$ cat config.mk
export PLATFORM = sky130hd
export DESIGN_NAME = c4_cursor_ctrl_flat
export DESIGN_NICKNAME = d
export VERILOG_FILES = /design/src/rtl/c4_pkg.sv /design/src/rtl/c4_cursor_ctrl_if.sv /design/src/rtl/c4_col_wrap_ctr.sv /design/src/rtl/c4_cursor_ctrl.sv /design/src/flat_wrapper.sv
export SDC_FILE = /design/constraint.sdc
export NUM_CORES = 1
export LEC_CHECK = 0
export CORE_AREA = 4 4 41 43
export CTS_CLUSTER_SIZE = 25
export DETAILED_ROUTE_END_ITERATION = 8
export DIE_AREA = 0 0 45 47
export DONT_BUFFER_PORTS = 1
export SYNTH_ARGS = -nofsm -noshare
export SYNTH_HDL_FRONTEND = slang
export SYNTH_SLANG_ARGS = --single-unit
$ cat constraint.sdc
create_clock -name CLK -period 1.3 [get_ports CLK]
set_input_delay 0.13 -clock CLK [delete_from_list [all_inputs] [get_ports CLK]]
set_output_delay 0.13 -clock CLK [all_outputs]
set_load 0.005 [all_outputs]
$ cat src/rtl/c4_pkg.sv
// Shared types and defaults for the connect-four cursor/drop controller.
package c4_pkg;

    localparam int unsigned C4_NUM_COLS  = 7;
    localparam int unsigned C4_COL_W     = 3;
    localparam int unsigned C4_START_COL = 3;

    localparam logic PLAYER_1 = 1'b0;
    localparam logic PLAYER_2 = 1'b1;

    typedef enum logic {
        IDLE = 1'b0,
        REQ  = 1'b1
    } c4_state_t;

endpackage

$ cat src/rtl/c4_cursor_ctrl_if.sv
// Debouncer enables in, board drop handshake and cursor status out.
interface c4_cursor_ctrl_if #(
    parameter int unsigned COL_W = 3
);
    logic             L_SCEN;
    logic             L_MCEN;
    logic             R_SCEN;
    logic             R_MCEN;
    logic             D_SCEN;
    logic             DROP_ACK;
    logic             DROP_OK;
    logic [COL_W-1:0] COL;
    logic             DROP_REQ;
    logic [COL_W-1:0] DROP_COL;
    logic             PLAYER;
    logic             REJECT;

    modport master (
        output L_SCEN, L_MCEN, R_SCEN, R_MCEN, D_SCEN, DROP_ACK, DROP_OK,
        input  COL, DROP_REQ, DROP_COL, PLAYER, REJECT
    );

    modport slave (
        input  L_SCEN, L_MCEN, R_SCEN, R_MCEN, D_SCEN, DROP_ACK, DROP_OK,
        output COL, DROP_REQ, DROP_COL, PLAYER, REJECT
    );
endinterface

$ cat src/rtl/c4_col_wrap_ctr.sv
// Up/down modulo-NUM_COLS column counter; reset loads START_COL.
module c4_col_wrap_ctr #(
    parameter int unsigned NUM_COLS  = 7,
    parameter int unsigned COL_W     = 3,
    parameter int unsigned START_COL = 3
) (
    input  logic             i_clk,
    input  logic             i_rst,
    input  logic             i_inc,
    input  logic             i_dec,
    output logic [COL_W-1:0] o_col
);
    localparam logic [COL_W-1:0] LAST_COL = COL_W'(NUM_COLS - 1);

    logic [COL_W-1:0] r_col;

    always_ff @(posedge i_clk) begin
        if (i_rst) begin
            r_col <= COL_W'(START_COL);
        end else if (i_inc && !i_dec) begin
            r_col <= (r_col == LAST_COL) ? '0 : r_col + COL_W'(1);
        end else if (i_dec && !i_inc) begin
            r_col <= (r_col == '0) ? LAST_COL : r_col - COL_W'(1);
        end
    end

    assign o_col = r_col;
endmodule

$ cat src/rtl/c4_cursor_ctrl.sv
// Cursor column, player turn and drop req/ack handshake for connect-four.
// Define C4_AUTOREPEAT_EN to let the MCEN autorepeat enables move the cursor.
module c4_cursor_ctrl
    import c4_pkg::*;
#(
    parameter int unsigned NUM_COLS  = C4_NUM_COLS,
    parameter int unsigned COL_W     = C4_COL_W,
    parameter int unsigned START_COL = C4_START_COL
) (
    input  logic             CLK,
    input  logic             RESET,
    c4_cursor_ctrl_if.slave  bus
);
    c4_state_t        r_state, w_state_nxt;
    logic             r_drop_req, w_drop_req_nxt;
    logic [COL_W-1:0] r_drop_col, w_drop_col_nxt;
    logic             r_player, w_player_nxt;
    logic             r_reject, w_reject_nxt;
    logic             w_left_ev, w_right_ev;
    logic             w_inc, w_dec;
    logic [COL_W-1:0] w_col;

`ifdef C4_AUTOREPEAT_EN
    assign w_left_ev  = bus.L_SCEN | bus.L_MCEN;
    assign w_right_ev = bus.R_SCEN | bus.R_MCEN;
`else
    logic w_unused_mcen;
    assign w_left_ev     = bus.L_SCEN;
    assign w_right_ev    = bus.R_SCEN;
    assign w_unused_mcen = bus.L_MCEN | bus.R_MCEN;
`endif

    c4_col_wrap_ctr #(
        .NUM_COLS  (NUM_COLS),
        .COL_W     (COL_W),
        .START_COL (START_COL)
    ) u_col_ctr (
        .i_clk (CLK),
        .i_rst (RESET),
        .i_inc (w_inc),
        .i_dec (w_dec),
        .o_col (w_col)
    );

    // Next-state and output decode; moves only in IDLE and lose to a drop.
    always_comb begin
        w_state_nxt    = r_state;
        w_drop_req_nxt = r_drop_req;
        w_drop_col_nxt = r_drop_col;
        w_player_nxt   = r_player;
        w_reject_nxt   = 1'b0;
        w_inc          = 1'b0;
        w_dec          = 1'b0;
        case (r_state)
            IDLE: begin
                if (bus.D_SCEN) begin
                    w_drop_col_nxt = w_col;
                    w_drop_req_nxt = 1'b1;
                    w_state_nxt    = REQ;
                end else begin
                    w_inc = w_right_ev & ~w_left_ev;
                    w_dec = w_left_ev & ~w_right_ev;
                end
            end
            REQ: begin
                if (bus.DROP_ACK) begin
                    w_drop_req_nxt = 1'b0;
                    w_state_nxt    = IDLE;
                    if (bus.DROP_OK) begin
                        w_player_nxt = (r_player == PLAYER_1) ? PLAYER_2 : PLAYER_1;
                    end else begin
                        w_reject_nxt = 1'b1;
                    end
                end
            end
            default: w_state_nxt = IDLE;
        endcase
    end

    always_ff @(posedge CLK) begin
        if (RESET) begin
            r_state    <= IDLE;
            r_drop_req <= 1'b0;
            r_drop_col <= '0;
            r_player   <= PLAYER_1;
            r_reject   <= 1'b0;
        end else begin
            r_state    <= w_state_nxt;
            r_drop_req <= w_drop_req_nxt;
            r_drop_col <= w_drop_col_nxt;
            r_player   <= w_player_nxt;
            r_reject   <= w_reject_nxt;
        end
    end

    assign bus.COL      = w_col;
    assign bus.DROP_REQ = r_drop_req;
    assign bus.DROP_COL = r_drop_col;
    assign bus.PLAYER   = r_player;
    assign bus.REJECT   = r_reject;
endmodule

$ cat src/flat_wrapper.sv
// flat-port wrapper written by rule: the top's interface ports become plain ports
module c4_cursor_ctrl_flat import c4_pkg::*;
#(
    parameter int unsigned NUM_COLS  = C4_NUM_COLS,
    parameter int unsigned COL_W     = C4_COL_W,
    parameter int unsigned START_COL = C4_START_COL
)
  (CLK, RESET, bus_L_SCEN, bus_L_MCEN, bus_R_SCEN, bus_R_MCEN, bus_D_SCEN, bus_DROP_ACK, bus_DROP_OK, bus_COL, bus_DROP_REQ, bus_DROP_COL, bus_PLAYER, bus_REJECT);
  c4_cursor_ctrl_if #(.COL_W(COL_W)) bus_i ();
  input  logic CLK;
  input  logic RESET;
  input wire logic [$bits(bus_i.L_SCEN)-1:0] bus_L_SCEN;
  input wire logic [$bits(bus_i.L_MCEN)-1:0] bus_L_MCEN;
  input wire logic [$bits(bus_i.R_SCEN)-1:0] bus_R_SCEN;
  input wire logic [$bits(bus_i.R_MCEN)-1:0] bus_R_MCEN;
  input wire logic [$bits(bus_i.D_SCEN)-1:0] bus_D_SCEN;
  input wire logic [$bits(bus_i.DROP_ACK)-1:0] bus_DROP_ACK;
  input wire logic [$bits(bus_i.DROP_OK)-1:0] bus_DROP_OK;
  output wire logic [$bits(bus_i.COL)-1:0] bus_COL;
  output wire logic [$bits(bus_i.DROP_REQ)-1:0] bus_DROP_REQ;
  output wire logic [$bits(bus_i.DROP_COL)-1:0] bus_DROP_COL;
  output wire logic [$bits(bus_i.PLAYER)-1:0] bus_PLAYER;
  output wire logic [$bits(bus_i.REJECT)-1:0] bus_REJECT;
  assign bus_i.L_SCEN = bus_L_SCEN;
  assign bus_i.L_MCEN = bus_L_MCEN;
  assign bus_i.R_SCEN = bus_R_SCEN;
  assign bus_i.R_MCEN = bus_R_MCEN;
  assign bus_i.D_SCEN = bus_D_SCEN;
  assign bus_i.DROP_ACK = bus_DROP_ACK;
  assign bus_i.DROP_OK = bus_DROP_OK;
  assign bus_COL = bus_i.COL;
  assign bus_DROP_REQ = bus_i.DROP_REQ;
  assign bus_DROP_COL = bus_i.DROP_COL;
  assign bus_PLAYER = bus_i.PLAYER;
  assign bus_REJECT = bus_i.REJECT;
  c4_cursor_ctrl #(.NUM_COLS(NUM_COLS), .COL_W(COL_W), .START_COL(START_COL)) u_core (.CLK(CLK), .RESET(RESET), .bus(bus_i));
endmodule
Yosys cells after proc, flatten, opt, wreduce, memory -nomap -nowiden
Cells that the tools add are included.
{"block": "totals", "wordCells": 43, "input_bits": 9, "reg_bits": 10}
{"block": "classes", "bitwise": 6, "n_reduce_logical": 10, "n_mux": 16, "n_addsub": 2, "eq_ne": 3}
{"operator": "3-bit 2-to-1 mux", "count": 4}
{"operator": "1-bit 2-to-1 mux", "count": 10}
{"operator": "2-bit inequality test (second input constant)", "count": 2}
{"operator": "1-bit inverter", "count": 4}
{"operator": "1-bit case mux with 2 select lines", "count": 2}
{"operator": "2-bit AND reduction", "count": 2}
{"operator": "3-bit by 1-bit adder with 3-bit output (second input constant)", "count": 1}
{"operator": "3-bit == test (second input constant)", "count": 1}
{"operator": "3-bit logical NOT", "count": 1}
{"operator": "3-bit AND reduction", "count": 1}
{"operator": "3-bit OR reduction", "count": 1}
{"operator": "3-bit by 1-bit subtractor with 3-bit output (second input constant)", "count": 1}
{"operator": "1-bit AND", "count": 2}
{"operator": "1-bit logical AND", "count": 2}
{"operator": "1-bit logical NOT", "count": 2}
{"operator": "2-bit nonzero test", "count": 1}

Logic depth before layout (Yosys ltp)
Gate-level depths: netlist of run 1.
{"block": "depth", "depth_word": 8, "ltp_mapped": 6}

Cells and area by module
From an unflattened synthesis of run 1, not the netlist that was laid out.
{"block": "unflattened", "hier_cells": 55, "area_unflattened_um2": 519.2}
{"module": "c4_cursor_ctrl", "cells_each": 25, "seq_area_each_um2": 140.1, "area_per_inst_um2": 261.5, "n_inst": 1}
{"module": "c4_col_wrap_ctr", "cells_each": 30, "seq_area_each_um2": 60.1, "area_per_inst_um2": 257.7, "n_inst": 1}

Worst setup path before layout of run 1
Ideal clock, no wire load.
{"block": "synth_timing", "path_kind": "register -> register", "from": "register u_core.r_state", "to": "register u_core.u_col_ctr.r_col[2], in the netlist u_core.u_col_ctr.o_col[2]", "arrival_time_ns": 1.291, "n_path_buf": 0, "period_less_slack_ns": 1.425, "required_ns": 1.166, "path_stages_with_launch": 6, "path_slack_ns": -0.125, "setup_ns": 0.134, "path_cell_list": "dfxtp_1 -> nor4b_1 -> ha_1 -> inv_1 -> a2111oi_0 -> nor4_1"}
{"block": "synth_between", "elab_chain_cells": 4, "elab_cells_between_ends": 8, "classes_between": "mux (3); reduce/logical (5)"}
{"element": "start: declaration", "line": "c4_cursor_ctrl.sv:14", "rtl": "c4_state_t r_state, w_state_nxt;"}
{"element": "start signal: assignment", "line": "c4_cursor_ctrl.sv:88", "rtl": "r_state <= w_state_nxt;"}
{"element": "1-bit 2-to-1 mux", "line": "c4_cursor_ctrl.sv:54", "rtl": "case (r_state)"}
{"element": "1-bit logical NOT, on equally long branches", "line": "c4_col_wrap_ctr.sv:20, c4_col_wrap_ctr.sv:22"}
{"element": "1-bit logical AND, on equally long branches", "line": "c4_col_wrap_ctr.sv:20, c4_col_wrap_ctr.sv:22"}
{"element": "3-bit 2-to-1 mux / 2-bit nonzero test (equally long branches)"}
{"element": "end signal: assignment", "line": "c4_col_wrap_ctr.sv:19", "rtl": "r_col <= COL_W'(START_COL);"}
{"element": "end signal: assignment", "line": "c4_col_wrap_ctr.sv:21", "rtl": "r_col <= (r_col == LAST_COL) ? '0 : r_col + COL_W'(1);"}
{"element": "end signal: assignment", "line": "c4_col_wrap_ctr.sv:23", "rtl": "r_col <= (r_col == '0) ? LAST_COL : r_col - COL_W'(1);"}
{"element": "end: declaration", "line": "c4_col_wrap_ctr.sv:15", "rtl": "logic [COL_W-1:0] r_col;"}
Several ways; a longest one is shown, not always the timed one.
A chain may end at the register's enable or synchronous reset.

Worst setup path after layout of run 1
Ends and elaborated chain as after synthesis.

==> impl_metrics.py, run 1 <==
metrics = {
    "floorplan": {
        "std_cell_rows": 13,
        "starting_utilization_of_the_core_area_pct": 39.4,
        "design.portCount": 18,
        "coreArea_um2": 1300,
        "die_area_um2": 2120,
        "die_w_um": 45,
        "die_h_um": 47,
    },
    "sta": {
        "final_layout_setup_total_negative_slack_ns": -0.188,
        "achievable-frequency_mhz": 708,
        "setup_slack_ns": -0.112,
        "report.final.hold_viol_count": 0,
        "rsz0062_at_grt": "yes",
        "final_worst_path_period_need_ns": 1.41,
        "maxSlewHeadroom_pct": 75.0,
        "tightestPinTransition_ns": 0.375,
        "fin_crit_sh_pct": 109,
        "timing.final.max_slew_violations": 0,
        "fin_worst_skew_ns": 0.00236,
        "final-setup-viol-count": 3,
    },
    "global_routing": {
        "grt_first_pass_wirelength_mm": 1.84,
        "globalRouteTotalUtil_pct": 12.8,
        "number_of_antenna_violations_at_the_first_check_in_global_routing": 0,
        "grt_start_max_net_pins": 11,
        "via_count_of_the_first_global_routing_pass": 438,
        "grt_remaining_overflow": 0,
    },
    "layout": {
        "final_net_count": 87,
        "layout.cells.most_common_list": "7 x sky130_fd_sc_hd__nand2_1, 7 x sky130_fd_sc_hd__buf_4, 7 x sky130_fd_sc_hd__dfxtp_1, 5 x sky130_fd_sc_hd__nor2_1, 5 x sky130_fd_sc_hd__a21oi_1",
        "antennaDiodeCount": 0,
        "drive_above_1_share_pct": 38.0,
        "area_growth_pct": 39.3,
        "post_layout_nonfiller_instances": 86,
    },
    "detailed_routing": {
        "first_iter_violations": 2,
        "drt-pass1-iter-count": 2,
        "drt-vias-per-instance": 5.29,
        "num_vias": 455,
        "ant_nets": 0,
        "finalWirelength_mm": 1.13,
        "remaining_drc_errors": 0,
        "wl_per_cell_um": 13.1,
    },
    "power_and_ir_drop": {
        "vdd_ir_drop_max_v": 0.000377,
        "power.total_uw": 774,
        "clock_network_fraction_of_total_power_pct": 36.9,
        "switching_share_pct": 26.6,
        "power_density_nw_per_um2": 1080,
        "logic_gate_share_of_total_power_pct": 18.2,
        "p_int_uw": 568,
        "seq_power_share_pct": 44.9,
        "netSwitchingPower_uw": 206,
        "p_leak_nw": 0.294,
    },
    "clock_network": {
        "cts_post_setup_buffers_inserted": 0,
        "clk-insertion-delay-late_ns": 0.27,
        "cts-root-buf": "sky130_fd_sc_hd__clkbuf_4",
        "cts.sinks": 10,
        "cts_htree_levels": 1,
        "cts_tree": "done",
        "worst_setup_hold_path_clk_slew_ns": 0.07,
        "number_of_clock_buffers_inserted_by_tritoncts": 3,
        "clock_tree.buffer_depth": 2,
    },
    "worst_setup_path": {
        "startpoint_type": "flop",
        "critPathBufInv": 0,
        "critical_path.cell_chain": "nor2_4 > nand3b_1 > ha_4 > or3_4 > a21oi_2 > nor4_1",
        "worst-path-max-fanout": 5,
        "criticalPathCategory": "flop to flop",
        "endpoint_kind": "flop",
        "critPathMaxStageDelay_ns": 0.36,
        "worst_path_dominant_cell_family": "simple AND/OR/NAND/NOR gates",
        "worst_ep_required_time_ns": 1.45,
        "worst_ep_arrival_time_ns": 1.56,
        "critical_path.slowest_cell": "sky130_fd_sc_hd__dfxtp_4",
    },
    "place": {
        "place.detailed.instances": 80,
        "io_buffers": 0,
        "hpwlAfterDp_um": 820,
        "routabilityCongestion": 0.779,
    },
    "job": {
        "maxCapViolations": 0,
    },
    "synth": {
        "number_of_flip_flops_and_latches_in_the_synthesized_netlist": 10,
        "synthesis.area_um2": 513,
        "netlist-cell-type-count": 23,
        "synthesized_instance_count": 59,
        "syn_avg_cell_area_um2": 8.69,
        "synth_fp_nets": 74,
        "yosysWarningCount": 0,
        "synth.yosys.seq_area_share_pct": 39.0,
    },
    "min_path": {
        "timing.hold.worst.class": "primary input to flop",
    },
    "run_status": {
        "outcome": "finished, violations left",
        "violations_in_the_final_reports": "negative setup slack",
    },
}
per-stage QoR:
step                      instance area, um2  utilization (%)  hold WS, ns  setup slack (ns)
after floorplan                          552                -        0.209           -0.0484
after global placement                   619             47.6        0.201            -0.111
after detailed placement                 619             47.6        0.203            -0.106
after CTS                                688             52.9       0.0110            -0.104
after global routing                     714             54.9       0.0419            -0.159
final                                    714             54.9       0.0142            -0.112
final cells by class:
class / count / area [um2]
Fill cell: 128 / 587
Multi-Input combinational cell: 44 / 363
Sequential cell: 10 / 209
Timing Repair Buffer: 9 / 72.6
Clock buffer: 4 / 36.3
Tap cell: 15 / 18.8
Inverter: 4 / 15.0
cells by family (layout without fill, tap and decap cells):
kind of cell             count (synthesis)  after routing  synth area share (%)
AND/OR/NAND/NOR                         25             25                  25.9
buffers and inverters                    5             17                  3.66
XOR/XNOR                                 1              1                  1.71
AO/OA/AOI/OAI                           12             12                  15.1
adder cells (fa/ha/maj)                  6              6                  14.6
flip-flops                              10             10                  39.0
worst reg2reg max path, stage by stage (launching register included):
cell and delay, ns:
sky130_fd_sc_hd__dfxtp_4 0.36, sky130_fd_sc_hd__nor2_4 0.08, sky130_fd_sc_hd__nand3b_1 0.12, sky130_fd_sc_hd__ha_4 0.20, sky130_fd_sc_hd__or3_4 0.33, sky130_fd_sc_hd__a21oi_2 0.13, sky130_fd_sc_hd__nor4_1 0.06
synthesized netlist by cell type:
cell type | n | share of area (%)
sky130_fd_sc_hd__o21ai_2 | 1 | 1.7
sky130_fd_sc_hd__nor3_1 | 1 | 0.97
sky130_fd_sc_hd__nor4b_1 | 1 | 1.7
sky130_fd_sc_hd__clkbuf_1 | 1 | 0.73
sky130_fd_sc_hd__o21ai_1 | 1 | 0.97
sky130_fd_sc_hd__nand3b_1 | 1 | 1.5
sky130_fd_sc_hd__nor2_1 | 6 | 4.4
sky130_fd_sc_hd__xor2_1 | 1 | 1.7
sky130_fd_sc_hd__nor2b_1 | 2 | 2.4
sky130_fd_sc_hd__or3_1 | 1 | 1.2
sky130_fd_sc_hd__a2111oi_0 | 1 | 1.7
sky130_fd_sc_hd__a21oi_1 | 7 | 6.8
sky130_fd_sc_hd__nor4_1 | 1 | 1.2
sky130_fd_sc_hd__and2_4 | 1 | 1.7
sky130_fd_sc_hd__nand2_1 | 7 | 5.1
sky130_fd_sc_hd__ha_1 | 6 | 15
sky130_fd_sc_hd__a221o_1 | 2 | 3.9
sky130_fd_sc_hd__nor3b_1 | 1 | 1.5
sky130_fd_sc_hd__dfxtp_1 | 10 | 39
sky130_fd_sc_hd__inv_1 | 4 | 2.9
sky130_fd_sc_hd__and4_2 | 1 | 2.0
sky130_fd_sc_hd__nand2b_1 | 1 | 1.2
sky130_fd_sc_hd__nand3_1 | 1 | 0.97
metal layers:
metal / vias up / part of all wire, % / GRT usage, % / routed length (um)
met5: - / 0 / 0 / 0
li1: 230 / - / - / -
met2: 15 / 44 / 19.2 / 499
met1: 205 / 44 / 13.9 / 493
met3: 5 / 7.2 / 3.45 / 81
met4: 0 / 4.4 / 14.0 / 50
sequential cells by signal, summed over array words and instances, names as in the netlist:
register,cells
u_core.bus.DROP_COL,3
u_core.bus.DROP_REQ,1
u_core.bus.PLAYER,1
u_core.bus.REJECT,1
u_core.r_state,1
u_core.u_col_ctr.o_col,3
final timing paths:
check	startpoint	to	slack, ns	cells past startpoint
hold reg to reg	u_core.bus.DROP_COL[2]	u_core.bus.DROP_COL[2]	0.48	2
setup / recovery	u_core.r_state	u_core.u_col_ctr.o_col[2]	-0.11	6
setup reg to reg	u_core.r_state	u_core.u_col_ctr.o_col[2]	-0.11	6
hold / removal	bus_DROP_ACK	u_core.bus.REJECT	0.01	2
power by group through the flow:
| stage | Clock (mW) | Sequential [mW] | Combinational [mW] |
|---|---|---|---|
| final | 0.285 | 0.348 | 0.141 |
| after global routing | 0.303 | 0.352 | 0.158 |
| after CTS | 0.290 | 0.347 | 0.128 |
| after detailed placement | 0 | 0.354 | 0.114 |
| after global placement | 0 | 0.354 | 0.112 |
| after floorplan | 0 | 0.353 | 0.0764 |
timing repair:
action	in CTS	in global routing
resized for setup	4	6
setup endpoints to repair	3	3
hold buffers	2	0
pin swaps	2	5
hold endpoints to repair	10	0
No activity file was read; power rests on OpenSTA's default activity.
==> inputs of run 2 (changes only) <==
- REMOVE_ABC_BUFFERS: unset -> 1
==> run 2 against run 1 <==
Against the previous run:
- the flow finishes with violations (negative hold slack, negative setup slack)
- first-iteration DRC count rose to 2.5 times the previous value
- highest routed layer is now met3
- sequential power about the same
- wire length up 7.0%
- non-clock buffer count up 2
- register-to-register slack worse by 0.03 ns
- count of clock-buffer cells in the layout down 1
- critical endpoint unchanged
==> impl_metrics.py, run 2 (synthesized netlist as in run 1, its figures left out) <==
metrics = {
    "run_status": {
        "outcome": "finished, violations left",
        "violations_in_the_final_reports": "negative hold slack, negative setup slack",
    },
    "place": {
        "hpwlAfterDp_um": 778,
        "io_buffers": 0,
        "place_ws_ns": -0.214,
        "place.detailed.instances": 82,
        "routabilityCongestion": 0.834,
    },
    "power_and_ir_drop": {
        "logic_gate_share_of_total_power_pct": 20.2,
        "switching_share_pct": 26.5,
        "p_int_uw": 507,
        "netSwitchingPower_uw": 183,
        "clock_network_fraction_of_total_power_pct": 29.2,
        "power_density_nw_per_um2": 980,
        "p_leak_nw": 0.303,
        "seq_power_share_pct": 50.6,
        "vdd_ir_drop_max_v": 0.000445,
    },
    "detailed_routing": {
        "drt-pass1-iter-count": 3,
        "drt-vias-per-instance": 5.11,
        "first_iter_violations": 5,
        "remaining_drc_errors": 0,
        "ant_nets": 0,
        "finalWirelength_mm": 1.20,
        "wl_per_cell_um": 13.8,
        "num_vias": 445,
    },
    "worst_setup_path": {
        "startpoint_type": "flop",
        "worst-r2r-setup-slack_ns": -0.14,
        "critical_path.cell_chain": "nor2_4 > nand3b_1 > ha_4 > or3_1 > a21oi_2 > nor4_2",
        "rr_endpoint": "u_core.u_col_ctr.o_col[2]",
        "worstRegToRegCells": 6,
        "critPathMaxStageDelay_ns": 0.37,
        "worst_path_dominant_cell_family": "simple AND/OR/NAND/NOR gates",
        "timing.critical_path.from": "u_core.r_state",
        "timing.rr.start": "u_core.r_state",
        "critPathBufInv": 0,
        "criticalPathCategory": "flop to flop",
        "endpoint_kind": "flop",
        "critical_path.slowest_cell": "sky130_fd_sc_hd__dfxtp_4",
        "worst_ep_required_time_ns": 1.43,
        "worst_ep_arrival_time_ns": 1.57,
        "worst-path-max-fanout": 4,
    },
    "sta": {
        "timing.final.max_slew_violations": 0,
        "rsz0062_at_grt": "yes",
        "report.final.hold_viol_count": 10,
        "setup_slack_ns": -0.137,
        "achievable-frequency_mhz": 696,
        "final_worst_path_period_need_ns": 1.44,
        "tightestPinTransition_ns": 0.380,
        "fin_crit_sh_pct": 111,
        "maxSlewHeadroom_pct": 74.6,
        "fin_worst_skew_ns": 0.00846,
        "final-setup-viol-count": 3,
        "final_layout_setup_total_negative_slack_ns": -0.384,
        "hold_slack_ns": -0.0719,
    },
    "global_routing": {
        "grt_first_pass_wirelength_mm": 1.88,
        "number_of_antenna_violations_at_the_first_check_in_global_routing": 0,
        "grt_start_max_net_pins": 11,
        "globalRouteTotalUtil_pct": 12.4,
        "via_count_of_the_first_global_routing_pass": 440,
        "grt_remaining_overflow": 0,
    },
    "job": {
        "maxCapViolations": 0,
    },
    "clock_network": {
        "cts_tree": "done",
        "worst_setup_hold_path_clk_slew_ns": 0.06,
        "number_of_clock_buffers_inserted_by_tritoncts": 3,
        "clock_tree.buffer_depth": 2,
        "cts_htree_levels": 1,
        "clk-insertion-delay-late_ns": 0.26,
        "cts-root-buf": "sky130_fd_sc_hd__clkbuf_4",
        "cts.sinks": 10,
    },
    "min_path": {
        "worstHoldStart": "RESET",
        "timing.hold.worst.class": "primary input to flop",
        "timing.hold.worst_path_depth": 1,
        "worst_hold_path.endpoint": "u_core.r_state",
    },
    "layout": {
        "area_growth_pct": 37.3,
        "antennaDiodeCount": 0,
        "final_net_count": 89,
        "drive_above_1_share_pct": 37.5,
        "layout.cells.most_common": "sky130_fd_sc_hd__buf_4",
        "post_layout_nonfiller_instances": 87,
        "layout.cells.most_common_list": "11 x sky130_fd_sc_hd__buf_4, 7 x sky130_fd_sc_hd__nand2_1, 7 x sky130_fd_sc_hd__dfxtp_1, 6 x sky130_fd_sc_hd__a21oi_1",
        "layout.filler_cells": 133,
    },
    "floorplan": {
        "design.portCount": 18,
        "die_w_um": 45,
        "starting_utilization_of_the_core_area_pct": 39.4,
        "std_cell_rows": 13,
        "die_area_um2": 2120,
        "die_h_um": 47,
        "coreArea_um2": 1300,
    },
}
run 2: power by group through the flow:
stage,clock (mW),sequential (mW),combinational (mW)
CTS,0.205,0.348,0.128
floorplan,0,0.351,0.0648
detailed placement,0,0.351,0.110
finish,0.201,0.350,0.140
global placement,0,0.351,0.111
global route,0.217,0.353,0.156
run 2: worst reg2reg max path: stages, from the launching register on:
cell                       delay [ns]
sky130_fd_sc_hd__dfxtp_4         0.37
sky130_fd_sc_hd__nor2_4          0.11
sky130_fd_sc_hd__nand3b_1        0.13
sky130_fd_sc_hd__ha_4            0.20
sky130_fd_sc_hd__or3_1           0.32
sky130_fd_sc_hd__a21oi_2         0.14
sky130_fd_sc_hd__nor4_2          0.05
run 2: routing by layer:
metal | vias to the layer above | GRT usage (%) | wire (um)
met5 | - | 0 | 0
met4 | 0 | 6.43 | 0
met3 | 0 | 3.83 | 58
met2 | 11 | 22.6 | 611
met1 | 201 | 12.8 | 534
li1 | 233 | - | -
run 2: how the worst max path moves through the flow:
| stage | to | slack (ns) | cells after the start |
|---|---|---|---|
| after floorplan | u_core.u_col_ctr.o_col[2] | -0.12 | 5 |
| after global placement | u_core.u_col_ctr.o_col[2] | -0.18 | 5 |
| after detailed placement | u_core.u_col_ctr.o_col[2] | -0.21 | 5 |
| after CTS | u_core.u_col_ctr.o_col[0] | -0.11 | 6 |
| after global routing | u_core.u_col_ctr.o_col[2] | -0.16 | 6 |
| final | u_core.u_col_ctr.o_col[2] | -0.14 | 6 |
run 2: final cells by class:
cell class	instances	area (um2)	area share, %
Clock buffer	3	22.5	3.20
Inverter	4	15.0	2.13
Multi-Input combinational cell	44	359	51.0
Sequential cell	10	206	29.3
Tap cell	15	18.8	2.66
Timing Repair Buffer	11	82.6	11.7
run 2: metrics by stage:
step | cell area [um2] | power (mW) | util, %
5_1_grt | 704 | 0.725 | 54.1
6_report | 704 | 0.690 | 54.1
2_1_floorplan | 509 | 0.416 | -
3_3_place_gp | 596 | 0.463 | 45.8
3_5_place_dp | 596 | 0.462 | 45.8
4_1_cts | 676 | 0.681 | 51.9
run 2: repair_timing:
action,4_1_cts,5_1_grt
endpoints found under the hold margin,10,10
setup endpoints to repair,3,3
buffers inserted,2,0
resized for setup,12,5
pin swaps,6,1
==> inputs of run 3 (changes only) <==
- clock period: 1.3 -> 1.4 ns (I/O delays scaled with it)
==> run 3 against run 2 <==
Against the previous run:
- the flow still finishes with violations (negative hold slack, negative setup slack)
- cell area increased by 3.7%
- combinational power decreased by 4%
- global-route usage increased by 0.79 points
- via count increased by 1.6%
- total power decreased by 5.9%
- register-to-register slack improved by 0.08 ns
- critical path depth unchanged
- clock skew decreased by 0.0058 ns
- sequential power decreased by 7.7%
- first-iteration DRC count increased by 20%
- core utilization increased by 2.0 points
- wire length decreased by 2.2%
- critical endpoint unchanged
- largest cell class unchanged
- largest power group unchanged
- highest routed layer is now met4
==> impl_metrics.py, run 3 (synthesized netlist as in run 1, its figures left out) <==
metrics = {
    "run_status": {
        "outcome": "finished, violations left",
        "violations_in_the_final_reports": "negative hold slack, negative setup slack",
    },
    "floorplan": {
        "die_w_um": 45,
        "std_cell_rows": 13,
        "coreArea_um2": 1300,
        "die_area_um2": 2120,
        "starting_utilization_of_the_core_area_pct": 39.4,
        "die_h_um": 47,
        "design.portCount": 18,
    },
    "layout": {
        "drive_above_1_share_pct": 38.4,
        "seqCellArea_um2": 206,
        "post_layout_nonfiller_instances": 88,
        "layout.cells.most_common": "sky130_fd_sc_hd__buf_4",
        "antennaDiodeCount": 0,
        "final_net_count": 90,
        "layout.cells.most_common_list": "10 x sky130_fd_sc_hd__buf_4, 7 x sky130_fd_sc_hd__nand2_1, 7 x sky130_fd_sc_hd__dfxtp_1, 6 x sky130_fd_sc_hd__a21oi_1",
        "layout.filler_cells": 124,
        "area_growth_pct": 42.4,
        "area_of_the_multi_input_gates_um2": 373,
    },
    "detailed_routing": {
        "drt-pass1-iter-count": 4,
        "detailroute.wirelength.met3_um": 76,
        "maxUsedRoutingLayer": "met4",
        "drt-vias-per-instance": 5.14,
        "remaining_drc_errors": 0,
        "wl_met2_um": 531,
        "ant_nets": 0,
        "first_iter_violations": 6,
        "num_vias": 452,
        "routedLengthMet1_um": 532,
        "wl_per_cell_um": 13.4,
        "finalWirelength_mm": 1.18,
    },
    "sta": {
        "final_layout_setup_total_negative_slack_ns": -0.0600,
        "hold_slack_ns": -0.0605,
        "rsz0062_at_grt": "yes",
        "fin_crit_sh_pct": 104,
        "maxSlewHeadroom_pct": 75.1,
        "setup_slack_ns": -0.0600,
        "timing.final.max_slew_violations": 0,
        "achievable-frequency_mhz": 685,
        "final-setup-viol-count": 1,
        "final_worst_path_period_need_ns": 1.46,
        "tightestPinTransition_ns": 0.373,
        "report.final.hold_viol_count": 9,
        "fin_worst_skew_ns": 0.00271,
    },
    "global_routing": {
        "number_of_antenna_violations_at_the_first_check_in_global_routing": 0,
        "globalRouteTotalUtil_pct": 13.2,
        "via_count_of_the_first_global_routing_pass": 464,
        "grt_start_max_net_pins": 11,
        "grt_remaining_overflow": 0,
        "grt_first_pass_wirelength_mm": 1.96,
    },
    "power_and_ir_drop": {
        "netSwitchingPower_uw": 176,
        "p_int_uw": 473,
        "vdd_ir_drop_max_v": 0.000569,
        "switching_share_pct": 27.2,
        "seq_power_share_pct": 49.7,
        "logic_gate_share_of_total_power_pct": 20.7,
        "power_density_nw_per_um2": 889,
        "clock_network_fraction_of_total_power_pct": 29.6,
        "p_leak_nw": 0.312,
    },
    "clock_network": {
        "cts_tree": "done",
        "worst_setup_hold_path_clk_slew_ns": 0.06,
        "cts-root-buf": "sky130_fd_sc_hd__clkbuf_4",
        "clk-insertion-delay-late_ns": 0.26,
        "clock_tree.buffer_depth": 2,
        "hold_buffers": 3,
        "number_of_clock_buffers_inserted_by_tritoncts": 3,
        "cts_htree_levels": 1,
        "cts.sinks": 10,
    },
    "worst_setup_path": {
        "startpoint_type": "flop",
        "worst-path-max-fanout": 5,
        "worst_ep_arrival_time_ns": 1.60,
        "criticalPathCategory": "flop to flop",
        "endpoint_kind": "flop",
        "worst_ep_required_time_ns": 1.54,
    },
    "place": {
        "place.detailed.instances": 82,
        "routabilityCongestion": 0.765,
        "hpwlAfterDp_um": 786,
        "io_buffers": 0,
    },
    "job": {
        "maxCapViolations": 0,
    },
    "min_path": {
        "timing.hold.worst.class": "primary input to flop",
    },
}
## run 3: changes by cell type in the layout (fill, tap and decap cells not counted)
cell	before	now
sky130_fd_sc_hd__buf_4	11	10
sky130_fd_sc_hd__dlygate4sd3_1	0	2
sky130_fd_sc_hd__inv_1	3	2
sky130_fd_sc_hd__inv_2	1	2
sky130_fd_sc_hd__nor3b_1	1	0
sky130_fd_sc_hd__nor3b_2	0	1
sky130_fd_sc_hd__nor4_2	1	0
sky130_fd_sc_hd__nor4_4	0	1
## run 3: worst paths after layout
| path | start | end | slack, ns | depth (start not counted) |
|---|---|---|---|---|
| setup / recovery | u_core.r_state | u_core.u_col_ctr.o_col[2] | -0.06 | 6 |
| hold / removal | RESET | u_core.bus.DROP_COL[2] | -0.06 | 1 |
| setup reg to reg | u_core.r_state | u_core.u_col_ctr.o_col[2] | -0.06 | 6 |
| hold reg to reg | u_core.bus.DROP_COL[2] | u_core.bus.DROP_COL[2] | 0.47 | 2 |
## run 3: worst max-delay path: stages (launching register included)
cell and delay (ns):
sky130_fd_sc_hd__dfxtp_4 0.36, sky130_fd_sc_hd__nor2_4 0.08, sky130_fd_sc_hd__nand3b_1 0.12, sky130_fd_sc_hd__ha_4 0.20
sky130_fd_sc_hd__or3_1 0.33, sky130_fd_sc_hd__a21oi_2 0.21, sky130_fd_sc_hd__nor4_4 0.05
## run 3: area by class of cell
cell class                 instances  area share [%]
tap                               15            2.57
sequential                        10            28.3
clock buffer                       3            3.08
timing repair buffer              12            13.0
inverter                           4            2.05
multi-input combinational         44            51.0
## run 3: through the flow
step	cell area [um2]	total power, mW	setup WS [ns]	util, %
6_report	731	0.650	-0.0600	56.2
3_3_place_gp	596	0.428	-0.0664	45.8
5_1_grt	731	0.695	-0.100	56.2
4_1_cts	698	0.649	-0.0243	53.7
3_5_place_dp	596	0.428	-0.123	45.8
2_1_floorplan	509	0.386	-0.0243	-
## run 3: what timing repair did
action / 4_1_cts / 5_1_grt
buffers inserted: 1 / 0
endpoints found under the hold margin: 10 / 9
resized for setup: 14 / 6
pin swaps: 7 / 4
gates cloned: 0 / 0
endpoints found under the setup margin: 3 / 4
## run 3: layer usage
metal	vias to the layer above	global-route usage, %
met5	-	0
met4	0	8.77
met3	5	4.21
met2	16	19.2
met1	194	16.7
li1	237	-
## run 3: power by group through the flow
stage / Sequential, mW / Combinational [mW] / Clock (mW)
2_1_floorplan: 0.326 / 0.0602 / 0
3_3_place_gp: 0.326 / 0.102 / 0
3_5_place_dp: 0.326 / 0.102 / 0
4_1_cts: 0.322 / 0.124 / 0.202
5_1_grt: 0.326 / 0.152 / 0.217
6_report: 0.323 / 0.135 / 0.192
